--- src/rtl/vram_blit_engine_if.sv ---
// Command and VRAM user-port bundle for the blit engine.
// The master side is the host plus the VRAM user port. The slave side is the engine.
interface vram_blit_engine_if #(
  parameter int ADDR_W = 15,
  parameter int LEN_W  = 16
);

  // Host command channel
  logic              cmd_valid;
  logic              cmd_ready;
  logic [1:0]        cmd_op;
  logic [ADDR_W-1:0] cmd_dst;
  logic [ADDR_W-1:0] cmd_src;
  logic [LEN_W-1:0]  cmd_len;
  logic [7:0]        cmd_fill;
  logic              abort;

  // Status back to the host
  logic              busy;
  logic              done;
  logic              err;

  // VRAM user port (synchronous read, one cycle of latency)
  logic [ADDR_W-1:0] vram_addr;
  logic [7:0]        vram_wdata;
  logic              vram_we;
  logic [7:0]        vram_rdata;

  modport master (
    output cmd_valid, cmd_op, cmd_dst, cmd_src, cmd_len, cmd_fill, abort,
    output vram_rdata,
    input  cmd_ready, busy, done, err,
    input  vram_addr, vram_wdata, vram_we
  );

  modport slave (
    input  cmd_valid, cmd_op, cmd_dst, cmd_src, cmd_len, cmd_fill, abort,
    input  vram_rdata,
    output cmd_ready, busy, done, err,
    output vram_addr, vram_wdata, vram_we
  );

endinterface

--- src/rtl/vram_blit_engine.sv ---
// VRAM fill/copy engine on the user port.
// The host issues a single FILL or COPY command. The engine then writes VRAM autonomously.
// Copies move one byte every three cycles (read, capture, write). Because each read follows
// the previous write, overlapping ranges behave as a strict forward byte-by-byte copy.
module vram_blit_engine #(
  parameter int VRAM_SIZE = 24576,
  parameter int ADDR_W    = 15,
  parameter int LEN_W     = 16
) (
  input logic              clk,
  input logic              rst,
  vram_blit_engine_if.slave bus
);

  typedef enum logic [2:0] {
    IDLE,
    FILL,
    CP_RD,
    CP_CAP,
    CP_WR,
    DONE
  } state_t;

  localparam logic [ADDR_W-1:0] LAST_ADDR = ADDR_W'(VRAM_SIZE - 1);
  localparam logic [ADDR_W-1:0] SIZE_ADDR = ADDR_W'(VRAM_SIZE);

  state_t            state;
  logic [LEN_W-1:0]  rem;
  logic [ADDR_W-1:0] src_ptr;
  logic [ADDR_W-1:0] dst_ptr;
  logic [ADDR_W-1:0] addr_q;
  logic [7:0]        wdata_q;
  logic              we_q;
  logic              busy_q;
  logic              done_q;
  logic              err_q;

  // Next address inside the VRAM window: the last byte rolls over to 0.
  function automatic logic [ADDR_W-1:0] addr_inc(input logic [ADDR_W-1:0] a);
    return (a == LAST_ADDR) ? '0 : a + ADDR_W'(1);
  endfunction

  // Fold a host-supplied start address into the VRAM window.
  function automatic logic [ADDR_W-1:0] addr_mod(input logic [ADDR_W-1:0] a);
    return (SIZE_ADDR != '0 && a >= SIZE_ADDR) ? a - SIZE_ADDR : a;
  endfunction

  assign bus.cmd_ready  = (state == IDLE) && !rst;
  assign bus.vram_addr  = addr_q;
  assign bus.vram_wdata = wdata_q;
  assign bus.vram_we    = we_q;
  assign bus.busy       = busy_q;
  assign bus.done       = done_q;
  assign bus.err        = err_q;

  // Command sequencer: the state and every registered output are updated together.
  always_ff @(posedge clk) begin
    if (rst) begin
      state   <= IDLE;
      rem     <= '0;
      src_ptr <= '0;
      dst_ptr <= '0;
      addr_q  <= '0;
      wdata_q <= '0;
      we_q    <= 1'b0;
      busy_q  <= 1'b0;
      done_q  <= 1'b0;
      err_q   <= 1'b0;
    end else begin
      done_q <= 1'b0;
      err_q  <= 1'b0;
      case (state)
        IDLE: begin
          we_q   <= 1'b0;
          busy_q <= 1'b0;
          if (bus.cmd_valid) begin
            rem <= bus.cmd_len;
            if (bus.cmd_op[1]) begin
              state  <= DONE;
              done_q <= 1'b1;
              err_q  <= 1'b1;
            end else if (bus.cmd_len == '0) begin
              state  <= DONE;
              done_q <= 1'b1;
            end else if (!bus.cmd_op[0]) begin
              state   <= FILL;
              busy_q  <= 1'b1;
              we_q    <= 1'b1;
              addr_q  <= addr_mod(bus.cmd_dst);
              wdata_q <= bus.cmd_fill;
              dst_ptr <= addr_inc(addr_mod(bus.cmd_dst));
            end else begin
              state   <= CP_RD;
              busy_q  <= 1'b1;
              addr_q  <= addr_mod(bus.cmd_src);
              src_ptr <= addr_inc(addr_mod(bus.cmd_src));
              dst_ptr <= addr_mod(bus.cmd_dst);
            end
          end
        end

        FILL: begin
          if (bus.abort || rem == LEN_W'(1)) begin
            state  <= DONE;
            we_q   <= 1'b0;
            busy_q <= 1'b0;
            done_q <= 1'b1;
            err_q  <= bus.abort;
          end else begin
            rem     <= rem - LEN_W'(1);
            addr_q  <= dst_ptr;
            dst_ptr <= addr_inc(dst_ptr);
          end
        end

        CP_RD: begin
          if (bus.abort) begin
            state  <= DONE;
            busy_q <= 1'b0;
            done_q <= 1'b1;
            err_q  <= 1'b1;
          end else begin
            state <= CP_CAP;
          end
        end

        CP_CAP: begin
          if (bus.abort) begin
            state  <= DONE;
            busy_q <= 1'b0;
            done_q <= 1'b1;
            err_q  <= 1'b1;
          end else begin
            state   <= CP_WR;
            wdata_q <= bus.vram_rdata;
            addr_q  <= dst_ptr;
            dst_ptr <= addr_inc(dst_ptr);
            we_q    <= 1'b1;
          end
        end

        CP_WR: begin
          we_q <= 1'b0;
          if (bus.abort || rem == LEN_W'(1)) begin
            state  <= DONE;
            busy_q <= 1'b0;
            done_q <= 1'b1;
            err_q  <= bus.abort;
          end else begin
            state   <= CP_RD;
            rem     <= rem - LEN_W'(1);
            addr_q  <= src_ptr;
            src_ptr <= addr_inc(src_ptr);
          end
        end

        DONE: begin
          state  <= IDLE;
          we_q   <= 1'b0;
          busy_q <= 1'b0;
        end

        default: begin
          state  <= IDLE;
          we_q   <= 1'b0;
          busy_q <= 1'b0;
        end
      endcase
    end
  end

endmodule

--- src/flat_wrapper.sv ---
// flat-port wrapper written by rule: the top's interface ports become plain ports
module vram_blit_engine_flat 
#(
  parameter int VRAM_SIZE = 24576,
  parameter int ADDR_W    = 15,
  parameter int LEN_W     = 16
)
  (clk, rst, bus_cmd_valid, bus_cmd_op, bus_cmd_dst, bus_cmd_src, bus_cmd_len, bus_cmd_fill, bus_abort, bus_vram_rdata, bus_cmd_ready, bus_busy, bus_done, bus_err, bus_vram_addr, bus_vram_wdata, bus_vram_we);
  vram_blit_engine_if #(.ADDR_W(ADDR_W), .LEN_W(LEN_W)) bus_i ();
  input logic clk;
  input logic rst;
  input wire logic [$bits(bus_i.cmd_valid)-1:0] bus_cmd_valid;
  input wire logic [$bits(bus_i.cmd_op)-1:0] bus_cmd_op;
  input wire logic [$bits(bus_i.cmd_dst)-1:0] bus_cmd_dst;
  input wire logic [$bits(bus_i.cmd_src)-1:0] bus_cmd_src;
  input wire logic [$bits(bus_i.cmd_len)-1:0] bus_cmd_len;
  input wire logic [$bits(bus_i.cmd_fill)-1:0] bus_cmd_fill;
  input wire logic [$bits(bus_i.abort)-1:0] bus_abort;
  input wire logic [$bits(bus_i.vram_rdata)-1:0] bus_vram_rdata;
  output wire logic [$bits(bus_i.cmd_ready)-1:0] bus_cmd_ready;
  output wire logic [$bits(bus_i.busy)-1:0] bus_busy;
  output wire logic [$bits(bus_i.done)-1:0] bus_done;
  output wire logic [$bits(bus_i.err)-1:0] bus_err;
  output wire logic [$bits(bus_i.vram_addr)-1:0] bus_vram_addr;
  output wire logic [$bits(bus_i.vram_wdata)-1:0] bus_vram_wdata;
  output wire logic [$bits(bus_i.vram_we)-1:0] bus_vram_we;
  assign bus_i.cmd_valid = bus_cmd_valid;
  assign bus_i.cmd_op = bus_cmd_op;
  assign bus_i.cmd_dst = bus_cmd_dst;
  assign bus_i.cmd_src = bus_cmd_src;
  assign bus_i.cmd_len = bus_cmd_len;
  assign bus_i.cmd_fill = bus_cmd_fill;
  assign bus_i.abort = bus_abort;
  assign bus_i.vram_rdata = bus_vram_rdata;
  assign bus_cmd_ready = bus_i.cmd_ready;
  assign bus_busy = bus_i.busy;
  assign bus_done = bus_i.done;
  assign bus_err = bus_i.err;
  assign bus_vram_addr = bus_i.vram_addr;
  assign bus_vram_wdata = bus_i.vram_wdata;
  assign bus_vram_we = bus_i.vram_we;
  vram_blit_engine #(.VRAM_SIZE(VRAM_SIZE), .ADDR_W(ADDR_W), .LEN_W(LEN_W)) u_core (.clk(clk), .rst(rst), .bus(bus_i));
endmodule
--- config.mk ---
export PLATFORM = sky130hd
export DESIGN_NAME = vram_blit_engine_flat
export DESIGN_NICKNAME = d
export VERILOG_FILES = /design/src/rtl/vram_blit_engine_if.sv /design/src/rtl/vram_blit_engine.sv /design/src/flat_wrapper.sv
export SDC_FILE = /design/constraint.sdc
export NUM_CORES = 1
export LEC_CHECK = 0
export ABC_AREA = 1
export BUFFER_PORTS_ARGS = -buffer_cell sky130_fd_sc_hd__buf_2
export CAP_MARGIN = 20
export CORE_ASPECT_RATIO = 1.25
export CORE_MARGIN = 2
export CORE_UTILIZATION = 46
export CTS_CLUSTER_DIAMETER = 60
export DETAILED_ROUTE_END_ITERATION = 10
export PLACE_DENSITY = 0.67
export RECOVER_POWER = 50
export SLEW_MARGIN = 10
export SYNTH_ARGS = -nofsm -noshare
export SYNTH_HDL_FRONTEND = slang
export SYNTH_SLANG_ARGS = --single-unit
--- constraint.sdc ---
create_clock -name clk -period 1.9 [get_ports clk]
set_input_delay 0.19 -clock clk [delete_from_list [all_inputs] [get_ports clk]]
set_output_delay 0.19 -clock clk [all_outputs]
set_load 0.01 [all_outputs]
# Word level (Yosys, flattened, before mapping)

Cells that the tools add are included.

Add/subtract/negate cells: 7
$mul: 0
Div/mod/pow operators: 0
Magnitude comparators: 2
Equality and inequality tests: 21
Shift-type cells: 0
Mux-type cells: 67
Bitwise operators: 1
Reductions and logical operators: 20

Operators with widths:

| cell                                               | number |
|---|---|
| two-way mux 15 bit                                 | 24 |
| adder 15 x 1 -> 15 bit, second input constant      | 4 |
| == test 15 bit, second input constant              | 4 |
| one-hot mux 15 bit (4 select lines)                | 1 |
| one-hot mux 15 bit (3 select lines)                | 1 |
| two-way mux 8 bit                                  | 5 |
| two-way mux 16 bit                                 | 2 |
| one-hot mux 16 bit (2 select lines)                | 1 |
| >= comparator 15 bit, second input constant        | 2 |
| one-hot mux 15 bit (2 select lines)                | 1 |
| subtractor 15 bit, second input constant           | 2 |
| two-way mux 1 bit                                  | 19 |
| two-way mux 3 bit                                  | 6 |
| != test 2 bit, second input constant               | 9 |
| AND reduction 6 bit                                | 3 |
| == test 16 x 1 -> 1 bit, second input constant     | 1 |
| logical NOT 16 bit                                 | 1 |
| one-hot mux 8 bit (2 select lines)                 | 1 |
| subtractor 16 x 1 -> 16 bit, second input constant | 1 |
| one-hot mux 3 bit (5 select lines)                 | 1 |
| one-hot mux 1 bit (3 select lines)                 | 3 |
| AND reduction 7 bit                                | 1 |
| == test 3 x 2 -> 1 bit, second input constant      | 2 |
| != test 2 x 1 -> 1 bit, second input constant      | 3 |
| other kinds (15)                                   | 20 |

Bits in registers: 76
Latch bits: 0
Bits in writable memories: 0
ROM bits: 0
Input bits: 68
Output and inout bits: 28
Word-level logic and storage cells: 128
Memories: 0

# Logic depth before layout (Yosys ltp)

Depth after elaboration: 9
Depth in mapped cells: 13
Mapped depth without buffers: 12

# Worst setup path after synthesis

OpenSTA, ideal clock, no wires.

Path kind: register to register
From: reg u_core.state[1]
To: reg u_core.dst_ptr[5]
Library setup time: 0.113 ns
Arrival: 1.405 ns
Required time: 1.787 ns
Setup slack: 0.382 ns
Stages on the path, launching flop included: 12
Path buffers: 2
Period minus slack after synthesis: 1.518 ns
Cells stage by stage: dfxtp_1 > buf_6 > inv_2 > nor2_4 > nand3_2 > nand2_2 > inv_2 > nand2_4 > buf_2 > o21bai_1 > nand2_1 > nor2_1

Longest elaborated chain between the ends: 3
Elaborated cells between the ends (all ways): 11
Classes of those cells: eq/ne: 7; mux: 1; reduce/logical: 3

Ends and longest elaborated chain:

| item                                                                 | line                    | RTL |
|---|---|---|
| start, declared                                                      | vram_blit_engine.sv:27  | `state_t state;` |
| start signal, assigned                                               | vram_blit_engine.sv:59  | `state <= IDLE;` |
| start signal, assigned                                               | vram_blit_engine.sv:79  | `state <= DONE;` |
| start signal, assigned                                               | vram_blit_engine.sv:83  | `state <= DONE;` |
| == test 3 x 1 -> 1 bit (tied with other cells)                       | vram_blit_engine.sv:72  | `case (state)` |
| != test 2 bit (no line) / nonzero test 3 bit (equally long branches) | n/a                     |  |
| AND reduction 6 bit (no line)                                        | n/a                     |  |
| end signal, assigned                                                 | vram_blit_engine.sv:91  | `dst_ptr <= addr_inc(addr_mod(bus.cmd_dst));` |
| end signal, assigned                                                 | vram_blit_engine.sv:97  | `dst_ptr <= addr_mod(bus.cmd_dst);` |
| end signal, assigned                                                 | vram_blit_engine.sv:112 | `dst_ptr <= addr_inc(dst_ptr);` |
| end, declared                                                        | vram_blit_engine.sv:30  | `logic [ADDR_W-1:0] dst_ptr;` |

Several ways; a longest one is shown, not always the timed one.
A chain may end at the register's enable or synchronous reset.

# Worst setup path in the final report

From: reg u_core.rem[1]
To: reg u_core.dst_ptr[0]

Longest elaborated chain between the ends: 4

Ends and longest elaborated chain:

| item                          | line                    | RTL |
|---|---|---|
| start, declared               | vram_blit_engine.sv:28  | `logic [LEN_W-1:0] rem;` |
| start signal, assigned        | vram_blit_engine.sv:77  | `rem <= bus.cmd_len;` |
| start signal, assigned        | vram_blit_engine.sv:110 | `rem <= rem - LEN_W'(1);` |
| start signal, assigned        | vram_blit_engine.sv:151 | `rem <= rem - LEN_W'(1);` |
| == test 16 x 1 -> 1 bit       | vram_blit_engine.sv:103 | `if (bus.abort \|\| rem == LEN_W'(1)) begin` |
| logical OR 1 bit              | vram_blit_engine.sv:103 |  |
| != test 2 bit (no line)       | n/a                     |  |
| AND reduction 6 bit (no line) | n/a                     |  |
| end signal, assigned          | vram_blit_engine.sv:97  |  |
| end signal, assigned          | vram_blit_engine.sv:112 |  |
| end signal, assigned          | vram_blit_engine.sv:137 | `dst_ptr <= addr_inc(dst_ptr);` |

Every way passes these cells.

==> results.cfg <==
[status]
status = finished clean

[yosys]
yosysMostFrequentCell = nand2_1
syn_inst = 1070
ys_ff_latch = 76
synth_area_leaders = dfxtp_1, nand2_1, nor2_1, nand3_1, inv_1
synth.avg_cell_area_um2 = 5.669
async_reset_ff_frac = 0
ys_top_cells_by_count = nand2_1, nor2_1, nand3_1, inv_1, dfxtp_1
synth_cell_types = 35
synth.largest_area_cell = dfxtp_1
synth-seq-area-share = 0.2508
syn_area_um2 = 6066
synth_top_area_frac = 0.2508
synth_edf_count = 0
synthFlopType = dfxtp_1
syn-num-nets = 1144
yosysWarnings = 0

[timing]
period_share = 0.9371
slew_violations = 0
setup_viol = 0
fin_tns_setup_ps = 0
rsz0062_at_grt = false
skew_ps = 6.746
relSlewSlack = 0.7012
worst_slew_pin_slew_ps = 446.5
whs_ps = 176.6
fmax_mhz = 561.7
hold_viol_final = 0
fin_crit_ps = 1780

[detailed_routing]
dr.first_iter.drc_count = 507
drtPass1Iterations = 7
via_per_inst = 5.272
finalWirelength_um = 19490
routedWlPerCell_um = 14.40
vias = 7133
ant_nets = 0
drc_errors = 0

[global_routing]
grt-ovfl-total = 0
grt_pass1_vias = 6462
grt_pass1_wl_um = 31190
grt_max_degree = 45
antenna_found_initial = 0
grt_usage = 0.2746

[min_path]
hold_path_depth = 3
worstHoldPathType = in -> reg

[placement]
placedInstanceArea_um2 = 6862
hpwl_um = 14920
place.port_buffers = 95
placedCellCount = 1334
gp_congestion = 0.9274

[floorplan]
rows = 46
die_w_um = 106.7
dieArea_um2 = 14130
initial_utilization = 0.4747
fp.dieH_um = 132.4
core_um2 = 12780
boundaryPins = 96

[clock_tree]
cts_buffer_depth = 2
clk_pin_slew_ps = 60
cts_buffers = 9
clock-sinks = 76
cts_tree = yes
htreeDepth = 3
clk_latency_ps = 330
cts_root_buffer = clkbuf_16

[setup_path]
crit_fanout = 8
critical_path.top_delay_family = simple AND/OR/NAND/NOR gates
worst-path-stages = 13
cpMostUsedCell = nand2_1
critPathSlowestCell = dfxtp_1
worstSetupPathType = reg -> reg
worstPathRequired_ps = 2170
start_kind = flop
slowest_delay_ps = 330
reg2reg_depth = 13
end_kind = flop
crit_arrival_ps = 2050
cp_cell_sequence = inv_1, ha_1, nand2_1, nor2_1, nand2_1, nand2_4, nand2_1, nand2_4, buf_4, buf_4, o21bai_1, nand2_1, nor2_1
cp_num_buf_inv = 3

[layout]
antenna_cells = 0
final_area_um2 = 7203
fillers = 1445
layout.nets = 1254
instances_no_fill = 1353
layout-area-overhead-vs-synth_pct = 18.75
drive_gt1_frac = 0.1376

[power]
p_leak_nw = 3.375
ir_worst_vdd_v = 0.0008509
powerDensity_nw_per_um2 = 1631

[flow_run]
maxCapViolations = 0
-- report_power, final --
part / internal (mW) / leakage, nW / switching, mW
Clock: 1.28 / 0.163 / 0.659
Sequential: 2.29 / 0.626 / 0.633
Combinational: 2.44 / 2.59 / 4.45
Total: 6.01 / 3.38 / 5.74
-- registers in the layout, summed over array words and instances, names as in the netlist --
signal	cells
u_core.bus.busy	1
u_core.bus.vram_we	1
u_core.bus.vram_wdata	8
u_core.dst_ptr	15
u_core.bus.vram_addr	15
u_core.bus.err	1
u_core.state	3
u_core.rem	16
u_core.src_ptr	15
u_core.bus.done	1
-- cells by family after synthesis --
kind of cell / after synthesis / synth area share
simple gates: 704 / 0.4928
fa+ha+maj: 6 / 0.01238
flops: 76 / 0.2508
compound gates: 137 / 0.1277
xor+xnor: 18 / 0.02599
buf+inv: 129 / 0.09034
-- per-stage QoR --
stage	utilization	total power [mW]	setup WS (ps)
CTS	0.5631	11.71	53.72
floorplan	-	7.710	382.0
finish	0.5637	11.75	119.5
global placement	0.5370	9.663	87.78
detailed placement	0.5370	9.712	85.71
global route	0.5637	12.73	4.465
-- routing by layer --
layer  vias up  global-route usage  wire, um
li1       3669                   -         -
met1      3165              0.3414      8154
met2       264              0.4841      9740
met3        35             0.03510      1084
met4         0             0.09307       508
met5         -                   0         0
-- repair_timing --
action	4_1_cts	5_1_grt
setup endpoints to repair	0	20
hold buffers	0	0
buffers inserted	0	3
resized for setup	0	7
-- final timing paths --
kind | startpoint | endpoint | slack, ps
setup / recovery | u_core.rem[1] | u_core.dst_ptr[0] | 120
hold / removal | bus_cmd_valid | u_core.bus.err | 180
setup reg to reg | u_core.rem[1] | u_core.dst_ptr[0] | 120
hold reg to reg | u_core.bus.vram_wdata[6] | u_core.bus.vram_wdata[6] | 460
-- placed cells by master (no fill, tap or decap), types with 2 or more instances in the layout --
master       n
nand2_1    312
nor3b_1      2
clkinv_2     2
bufinv_16    3
nand4_1     31
dfxtp_1     76
inv_2       11
nand3_2      3
nand2_4      7
xnor2_1      5
buf_2       68
o21ai_0     57
o211ai_1     4
or2_2        4
a21oi_1     39
clkbuf_16    9
nand3b_1     2
inv_1       79
nor3_1       9
nand2_2      4
clkbuf_1    29
clkbuf_4     2
buf_4       37
o21ai_1      3
nor2_1     229
o22ai_1     12
nor2_4       6
nand3_1     92
buf_12       2
nor2_2       2
ha_1         6
xor2_1      13
o21bai_1    19
-- worst register-to-register path: cells and delay by family (launching register included) --
kind / cells / cell delay, ps
adders and majority gates: 1 / 170
and+or+nand+nor: 8 / 750
DFF: 1 / 330
buffers and inverters: 3 / 340
AOI/OAI and AO/OA: 1 / 110
-- area by class of cell --
cell class	count	area [um2]	area share
multi-input cells	865	4016	0.5576
clock buffers	11	232.7	0.03231
repair buffers	136	774.5	0.1075
flip-flops and latches	76	1521	0.2112
inverters	92	347.8	0.04829
well taps	168	210.2	0.02918
clock inverters	5	100.1	0.01390
No activity file was read; power rests on OpenSTA's default activity.
